--- config.mk ---
export PLATFORM = sky130hd
export DESIGN_NAME = alu_seq_n
export DESIGN_NICKNAME = d
export VERILOG_FILES = /design/src/rtl/alu_seq_n.sv
export SDC_FILE = /design/constraint.sdc
export NUM_CORES = 1
export LEC_CHECK = 0
export ABC_AREA = 1
export CAP_MARGIN = 20
export CORE_ASPECT_RATIO = 1.75
export CORE_MARGIN = 2
export CORE_UTILIZATION = 60
export CTS_CLUSTER_SIZE = 14
export DETAILED_ROUTE_END_ITERATION = 6
export GPL_TIMING_DRIVEN = 0
export PLACE_DENSITY = 0.95
export SYNTH_ARGS = -nofsm -noshare
export SYNTH_HDL_FRONTEND = slang
export SYNTH_SLANG_ARGS = --single-unit
--- constraint.sdc ---
create_clock -name clk -period 4.1 [get_ports clk]
set_input_delay 1.23 -clock clk [delete_from_list [all_inputs] [get_ports clk]]
set_output_delay 1.23 -clock clk [all_outputs]
set_load 0.05 [all_outputs]
--- src/rtl/alu_seq_n.sv ---
// Sequential add/sub, signed Booth multiply and unsigned non-restoring divide with start/done control.
// Macro ALU_DIV_EN compiles in the divider and its FIX state; without it op=11 reports err.
module alu_seq_n #(
  parameter int WIDTH = 8,
  parameter int CNT_W = $clog2(WIDTH)
) (
  input  logic               clk,
  input  logic               rst,
  input  logic               start,
  input  logic [1:0]         op,
  input  logic [WIDTH-1:0]   a_in,
  input  logic [WIDTH-1:0]   b_in,
  output logic               busy,
  output logic               done,
  output logic [2*WIDTH-1:0] z,
  output logic               err
);

  localparam logic [1:0] OP_ADD = 2'b00;
  localparam logic [1:0] OP_SUB = 2'b01;
  localparam logic [1:0] OP_MUL = 2'b10;
  localparam logic [1:0] OP_DIV = 2'b11;

  typedef enum logic [2:0] {S_IDLE, S_LOAD, S_RUN, S_FIX, S_DONE} state_t;

  state_t                    state_q, state_d;
  logic [1:0]                op_q, op_d;
  logic signed [WIDTH:0]     acc_q, acc_d;
  logic [WIDTH-1:0]          q_q, q_d;
  logic                      qm1_q, qm1_d;
  logic [WIDTH-1:0]          m_q, m_d;
  logic [CNT_W-1:0]          cnt_q, cnt_d;
  logic [2*WIDTH-1:0]        z_q, z_d;
  logic                      err_q, err_d;
  logic                      accept;
  logic                      last;

  // Add/sub on sign-extended operands, result sign-extended to the full z width.
  function automatic logic [2*WIDTH-1:0] addsub(input logic sub, input logic [WIDTH-1:0] a,
                                                input logic [WIDTH-1:0] b);
    logic signed [WIDTH:0] ae, be, r;
    ae = $signed({a[WIDTH-1], a});
    be = $signed({b[WIDTH-1], b});
    r  = sub ? ae - be : ae + be;
    return {{(WIDTH-1){r[WIDTH]}}, r};
  endfunction

  // One Booth radix-2 iteration; A carries a guard bit so M = -2^(WIDTH-1) cannot overflow.
  function automatic logic [2*WIDTH+1:0] booth_step(input logic signed [WIDTH:0] a,
                                                    input logic [WIDTH-1:0] q, input logic qm1,
                                                    input logic [WIDTH-1:0] m);
    logic signed [WIDTH:0] ms, sum;
    logic [2*WIDTH+1:0]    cat;
    ms = $signed({m[WIDTH-1], m});
    case ({q[0], qm1})
      2'b01:   sum = a + ms;
      2'b10:   sum = a - ms;
      default: sum = a;
    endcase
    cat = {sum, q, qm1};
    return {cat[2*WIDTH+1], cat[2*WIDTH+1:1]};
  endfunction

`ifdef ALU_DIV_EN
  // One non-restoring iteration; the add/sub choice follows the sign of A before the shift.
  function automatic logic [2*WIDTH:0] div_step(input logic signed [WIDTH:0] a,
                                                input logic [WIDTH-1:0] q, input logic [WIDTH-1:0] m);
    logic signed [WIDTH:0] ash, mz, res;
    mz  = $signed({1'b0, m});
    ash = $signed({a[WIDTH-1:0], q[WIDTH-1]});
    res = a[WIDTH] ? ash + mz : ash - mz;
    return {res, q[WIDTH-2:0], ~res[WIDTH]};
  endfunction
`endif

  assign accept = start && ((state_q == S_IDLE) || (state_q == S_DONE));
  assign last   = (cnt_q == CNT_W'(WIDTH-1));

  always_ff @(posedge clk) begin
    if (rst) state_q <= S_IDLE;
    else     state_q <= state_d;
  end

  always_comb begin
    state_d = state_q;
    case (state_q)
      S_IDLE: if (accept) state_d = S_LOAD;
      S_LOAD: begin
        state_d = S_DONE;
        if (op_q == OP_MUL) state_d = S_RUN;
`ifdef ALU_DIV_EN
        if ((op_q == OP_DIV) && (m_q != '0)) state_d = S_RUN;
`endif
      end
      S_RUN: begin
        if (last) begin
`ifdef ALU_DIV_EN
          state_d = (op_q == OP_DIV) ? S_FIX : S_DONE;
`else
          state_d = S_DONE;
`endif
        end
      end
      S_FIX:   state_d = S_DONE;
      S_DONE:  state_d = accept ? S_LOAD : S_IDLE;
      default: state_d = S_IDLE;
    endcase
  end

  always_comb begin
    busy = 1'b0;
    done = 1'b0;
    case (state_q)
      S_LOAD, S_RUN, S_FIX: busy = 1'b1;
      S_DONE:               done = 1'b1;
      default: ;
    endcase
  end

  // Datapath next-state: Q and M hold the captured operands until LOAD primes A and the counter.
  always_comb begin
    op_d  = op_q;
    acc_d = acc_q;
    q_d   = q_q;
    qm1_d = qm1_q;
    m_d   = m_q;
    cnt_d = cnt_q;
    z_d   = z_q;
    err_d = err_q;
    case (state_q)
      S_IDLE, S_DONE: begin
        if (start) begin
          op_d  = op;
          q_d   = a_in;
          m_d   = b_in;
          err_d = 1'b0;
        end
      end
      S_LOAD: begin
        acc_d = '0;
        qm1_d = 1'b0;
        cnt_d = '0;
        case (op_q)
          OP_ADD: z_d = addsub(1'b0, q_q, m_q);
          OP_SUB: z_d = addsub(1'b1, q_q, m_q);
          OP_MUL: ;
          OP_DIV: begin
`ifdef ALU_DIV_EN
            if (m_q == '0) begin
              z_d   = {q_q, {WIDTH{1'b1}}};
              err_d = 1'b1;
            end
`else
            z_d   = '0;
            err_d = 1'b1;
`endif
          end
          default: ;
        endcase
      end
      S_RUN: begin
        cnt_d = last ? '0 : cnt_q + 1'b1;
`ifdef ALU_DIV_EN
        if (op_q == OP_DIV) begin
          {acc_d, q_d} = div_step(acc_q, q_q, m_q);
        end else begin
          {acc_d, q_d, qm1_d} = booth_step(acc_q, q_q, qm1_q, m_q);
          if (last) z_d = {acc_d[WIDTH-1:0], q_d};
        end
`else
        {acc_d, q_d, qm1_d} = booth_step(acc_q, q_q, qm1_q, m_q);
        if (last) z_d = {acc_d[WIDTH-1:0], q_d};
`endif
      end
      S_FIX: begin
`ifdef ALU_DIV_EN
        if (acc_q[WIDTH]) acc_d = acc_q + $signed({1'b0, m_q});
        z_d = {acc_d[WIDTH-1:0], q_q};
`endif
      end
      default: ;
    endcase
  end

  always_ff @(posedge clk) begin
    if (rst) begin
      op_q  <= '0;
      acc_q <= '0;
      q_q   <= '0;
      qm1_q <= 1'b0;
      m_q   <= '0;
      cnt_q <= '0;
      z_q   <= '0;
      err_q <= 1'b0;
    end else begin
      op_q  <= op_d;
      acc_q <= acc_d;
      q_q   <= q_d;
      qm1_q <= qm1_d;
      m_q   <= m_d;
      cnt_q <= cnt_d;
      z_q   <= z_d;
      err_q <= err_d;
    end
  end

  assign z   = z_q;
  assign err = err_q;

endmodule

== Yosys cells after proc, flatten, opt, wreduce, memory -nomap -nowiden ==
Index checks and enable logic that the tools add are counted.

* Register bits after elaboration: 51
* Bits of input ports: 21
* Word-level logic and storage cells: 63

* Reductions and logical operators: 14
* $add $sub $neg: 5
* Mux-type cells: 20
* Eq/ne operators: 15

{| class="wikitable"
|+ Operators with widths
! kind !! number
|-
| $pmux 16 s3 || 1
|-
| $pmux 9 s2 || 2
|-
| $pmux 16 s2 || 1
|-
| $mux 16 || 1
|-
| $pmux 8 s2 || 1
|-
| $pmux 3 s5 || 1
|-
| $mux 3 || 4
|-
| $add 8x8->9 || 1
|-
| $add 9x8->9 || 1
|-
| $sub 8x8->9 || 1
|-
| $sub 9x8->9 || 1
|-
| $mux 8 || 1
|-
| $ne 2x2->1 const B || 4
|-
| $eq 2x2->1 const B || 3
|-
| $eq 3x2->1 const B || 2
|-
| $eq 3x3->1 const B || 2
|-
| $pmux 3 s2 || 1
|-
| $reduce_and 2->1 || 3
|-
| $reduce_and 3->1 || 2
|-
| $reduce_bool 2->1 || 3
|-
| $mux 1 || 5
|-
| $eq 2x1->1 const B || 2
|-
| $ne 4x2->1 const B || 1
|-
| $pmux 1 s2 || 2
|-
| 8 further kinds || 8
|}

== Depth between registers and ports, before layout ==
* Word-level depth: 5
* Gate-level depth with buffers: 21
* Depth with buffers taken out: 21

== Least setup slack after synthesis ==
Ideal clock, no wire load.

* Path kind: register to output
* Start point: register state_q[0]
* End point: output done
* Setup slack: 1695 ps
* Data required time: 2870 ps
* Cell stages (with the launch flop): 4
* Path buffers: 0
* Arrival: 1175 ps
* Cell sequence: dfxtp_1 nor2_1 inv_1 nor2_1

* Longest elaborated chain between the ends: 2

{| class="wikitable"
|+ Ends and longest elaborated chain
! element !! line !! RTL
|-
| start, declared || 26 || <nowiki>state_t state_q, state_d;</nowiki>
|-
| start signal, assigned || 81 || <nowiki>else state_q <= state_d;</nowiki>
|-
| $eq 3x3->1 || 113 || <nowiki>case (state_q)</nowiki>
|-
| $mux 1 || 113 ||
|-
| end, declared || 14 || <nowiki>output logic done,</nowiki>
|}

No other way between the ends.

== Worst setup path after layout ==
Ends and elaborated chain as after synthesis.

==> run metrics <==
Post-Layout Cell Count 551; worst setup path category reg2out; unique cell type count in the Yosys netlist 27; synthesized flop and latch total 50; n_diodes 0; Worst R2R Path Depth 17; CP Capture Type output port; row cnt 34; final clock skew 0.00473 ns; syn nets 494; Final Max Slew Viols 0; Clock Sinks 50; Clock Tree Buf Depth 2; Leak Pwr 1.62 nW; slew margin rel. 0.582; initial antenna violation count 0; Setup TNS 0 ns; Synth top cells by count nand2_1 (119), inv_1 (53), dfxtp_1 (50); top cell type's share of synthesized area 0.331; vias post-DR 3225; Root Buffer Master clkbuf_8; RSZ-0062 raised after global routing no; FMAX 0.331 GHz; Final nets 539; fin crit share 0.737; IO Pins 40; Top FF cell, synth dfxtp_1; outcome finished clean; pre-CTS setup slack 1.21 ns; CTS tree yes; Seq/Total Area, Yosys 0.331; placed cell count 543; worst skew pair latency 0.31 ns; Die X 57.7 um; gate count of the mapped netlist 451; global route overflow 0; Hold Path Stages 2; PnR worst setup slack 1.08 ns; core area 0.00493 mm^2; Maximum Capacitance Violations 0; total track usage 0.319; Post-synth EDFFs 0; Total Wirelength 8.57 mm; Starting Density 0.614; minimum clock period 3.02 ns; wire per inst 15.6 um; post-route ant nets 0; Hold Crit Class reg2reg; Ys Warns 0; layout overhead on the synthesized area 18.4%; pin count of the biggest net entering global routing 15; Die Ht 98.0 um; number of DRC markers in iteration 0 209; Slew @ Worst Pin 0.627 ns; number of remaining DRC errors 0; synth top area cells dfxtp_1 (33%), nand2_1 (15%), ha_1 (8.3%), inv_1 (6.6%), a21oi_1 (6.3%); Async SR Flop Fraction 0; postcts setup bufs 0; Setup violations, final 0; drt first pass iters 5; area of the mapped netlist 0.00303 mm^2; first-pass GRT wire length 14.2 mm; gp weighted congestion 0.954; Critical Path RT 2.87 ns; final hold viol count 0; clk slew on worst S/H paths 0.09 ns; hold_buf cts 0; vias in the first global route 3239; CP Max Fanout 3; CTS Buf Count 5; IR Drop Worst-Case VDD 0.406 mV; Worst setup SP type flop; die area 0.00565 mm^2; count leader, synth nand2_1; fraction of layout cells with a size suffix above 1 0.0322; dpl hpwl 6.51 mm; post-DR vias/cell 5.85; largest area contributor in the netlist dfxtp_1; H-tree levels 2; post-CTS resize count 0; PwrDens 390 mW/mm^2; I/O Buffers 38; Mean Syn Cell Area 6.71 um^2; Crit path arrival time 1.79 ns
logic make-up after synthesis:
group	synth area share
AO/OA/AOI/OAI	0.191
XOR/XNOR	0.0347
adder cells (fa/ha/maj)	0.0959
buffers and inverters	0.0909
flip-flops	0.331
AND/OR/NAND/NOR	0.257
area by class of cell:
type                    instances  area (um^2)
plain buffers                  13         65.1
clock buffers                   8          110
fillers                       391         1350
inverters                      56          210
multi-input cells             332         1750
flip-flops and latches         50         1000
well taps                      54         67.6
repair buffers                 38          380
critical path, cell delays in order (launching register included):
cell	delay (ns)
dfxtp_1	0.36
nor2_1	0.15
inv_1	0.09
nor2_1	0.09
clkdlybuf4s50_1	0.80
stage by stage:
| step | utilization | power, mW | hold WS [ns] | area [um^2] |
|---|---|---|---|---|
| 6_report | 0.727 | 1.40 | 0.474 | 3590 |
| 5_1_grt | 0.727 | 1.47 | 0.502 | 3590 |
| 4_1_cts | 0.727 | 1.39 | 0.476 | 3590 |
| 3_5_place_dp | 0.704 | 1.06 | 0.462 | 3480 |
| 3_3_place_gp | 0.704 | 1.04 | 0.452 | 3480 |
| 2_1_floorplan | - | 0.922 | 0.441 | 3030 |
sequential cells by signal, summed over array words and instances (netlist names):
name,count
qm1_q,1
err,1
acc_q,8
m_q,8
z,16
q_q,8
op_q,2
state_q,3
cnt_q,3
routing by layer:
layer,track usage,up-vias,share of wire
li1,-,1574,-
met1,0.329,1473,0.36
met2,0.564,129,0.53
met3,0.0530,49,0.047
met4,0.216,0,0.069
met5,0,-,0
report_power, final:
part	switching, mW	total (mW)	internal (mW)
Sequential	0.0275	0.546	0.519
Clock	0.164	0.335	0.171
Combinational	0.331	0.519	0.187
path summary, 6_finish.rpt:
| check | slack (ns) | endpoint | start |
|---|---|---|---|
| setup / recovery | 1.08 | done | state_q[0] |
| hold / removal | 0.47 | cnt_q[2] | cnt_q[2] |
| setup reg to reg | 1.18 | z[12] | m_q[0] |
| hold reg to reg | 0.47 | cnt_q[2] | cnt_q[2] |
cells in the final DEF, fill, tap and decap left out:
| cell | n |
|---|---|
| a21oi_1 | 38 |
| inv_2 | 2 |
| o21a_1 | 7 |
| buf_6 | 2 |
| nand3_1 | 24 |
| nor3_1 | 1 |
| o21ai_0 | 38 |
| nor3_4 | 1 |
| or2_4 | 1 |
| xor2_1 | 7 |
| clkdlybuf4s50_1 | 38 |
| nor2_1 | 42 |
| dfxtp_1 | 50 |
| o211ai_1 | 2 |
| o21ai_1 | 7 |
| nand4_1 | 2 |
| buf_2 | 1 |
| inv_1 | 53 |
| xnor2_1 | 5 |
| nand2_1 | 119 |
| a21boi_0 | 1 |
| nand3_2 | 1 |
| ha_1 | 20 |
| fa_1 | 2 |
| o31ai_1 | 1 |
| a31oi_1 | 13 |
| clkinv_1 | 1 |
| clkbuf_8 | 8 |
| clkbuf_1 | 10 |
Note: power is estimated with default switching activity, not from simulation.
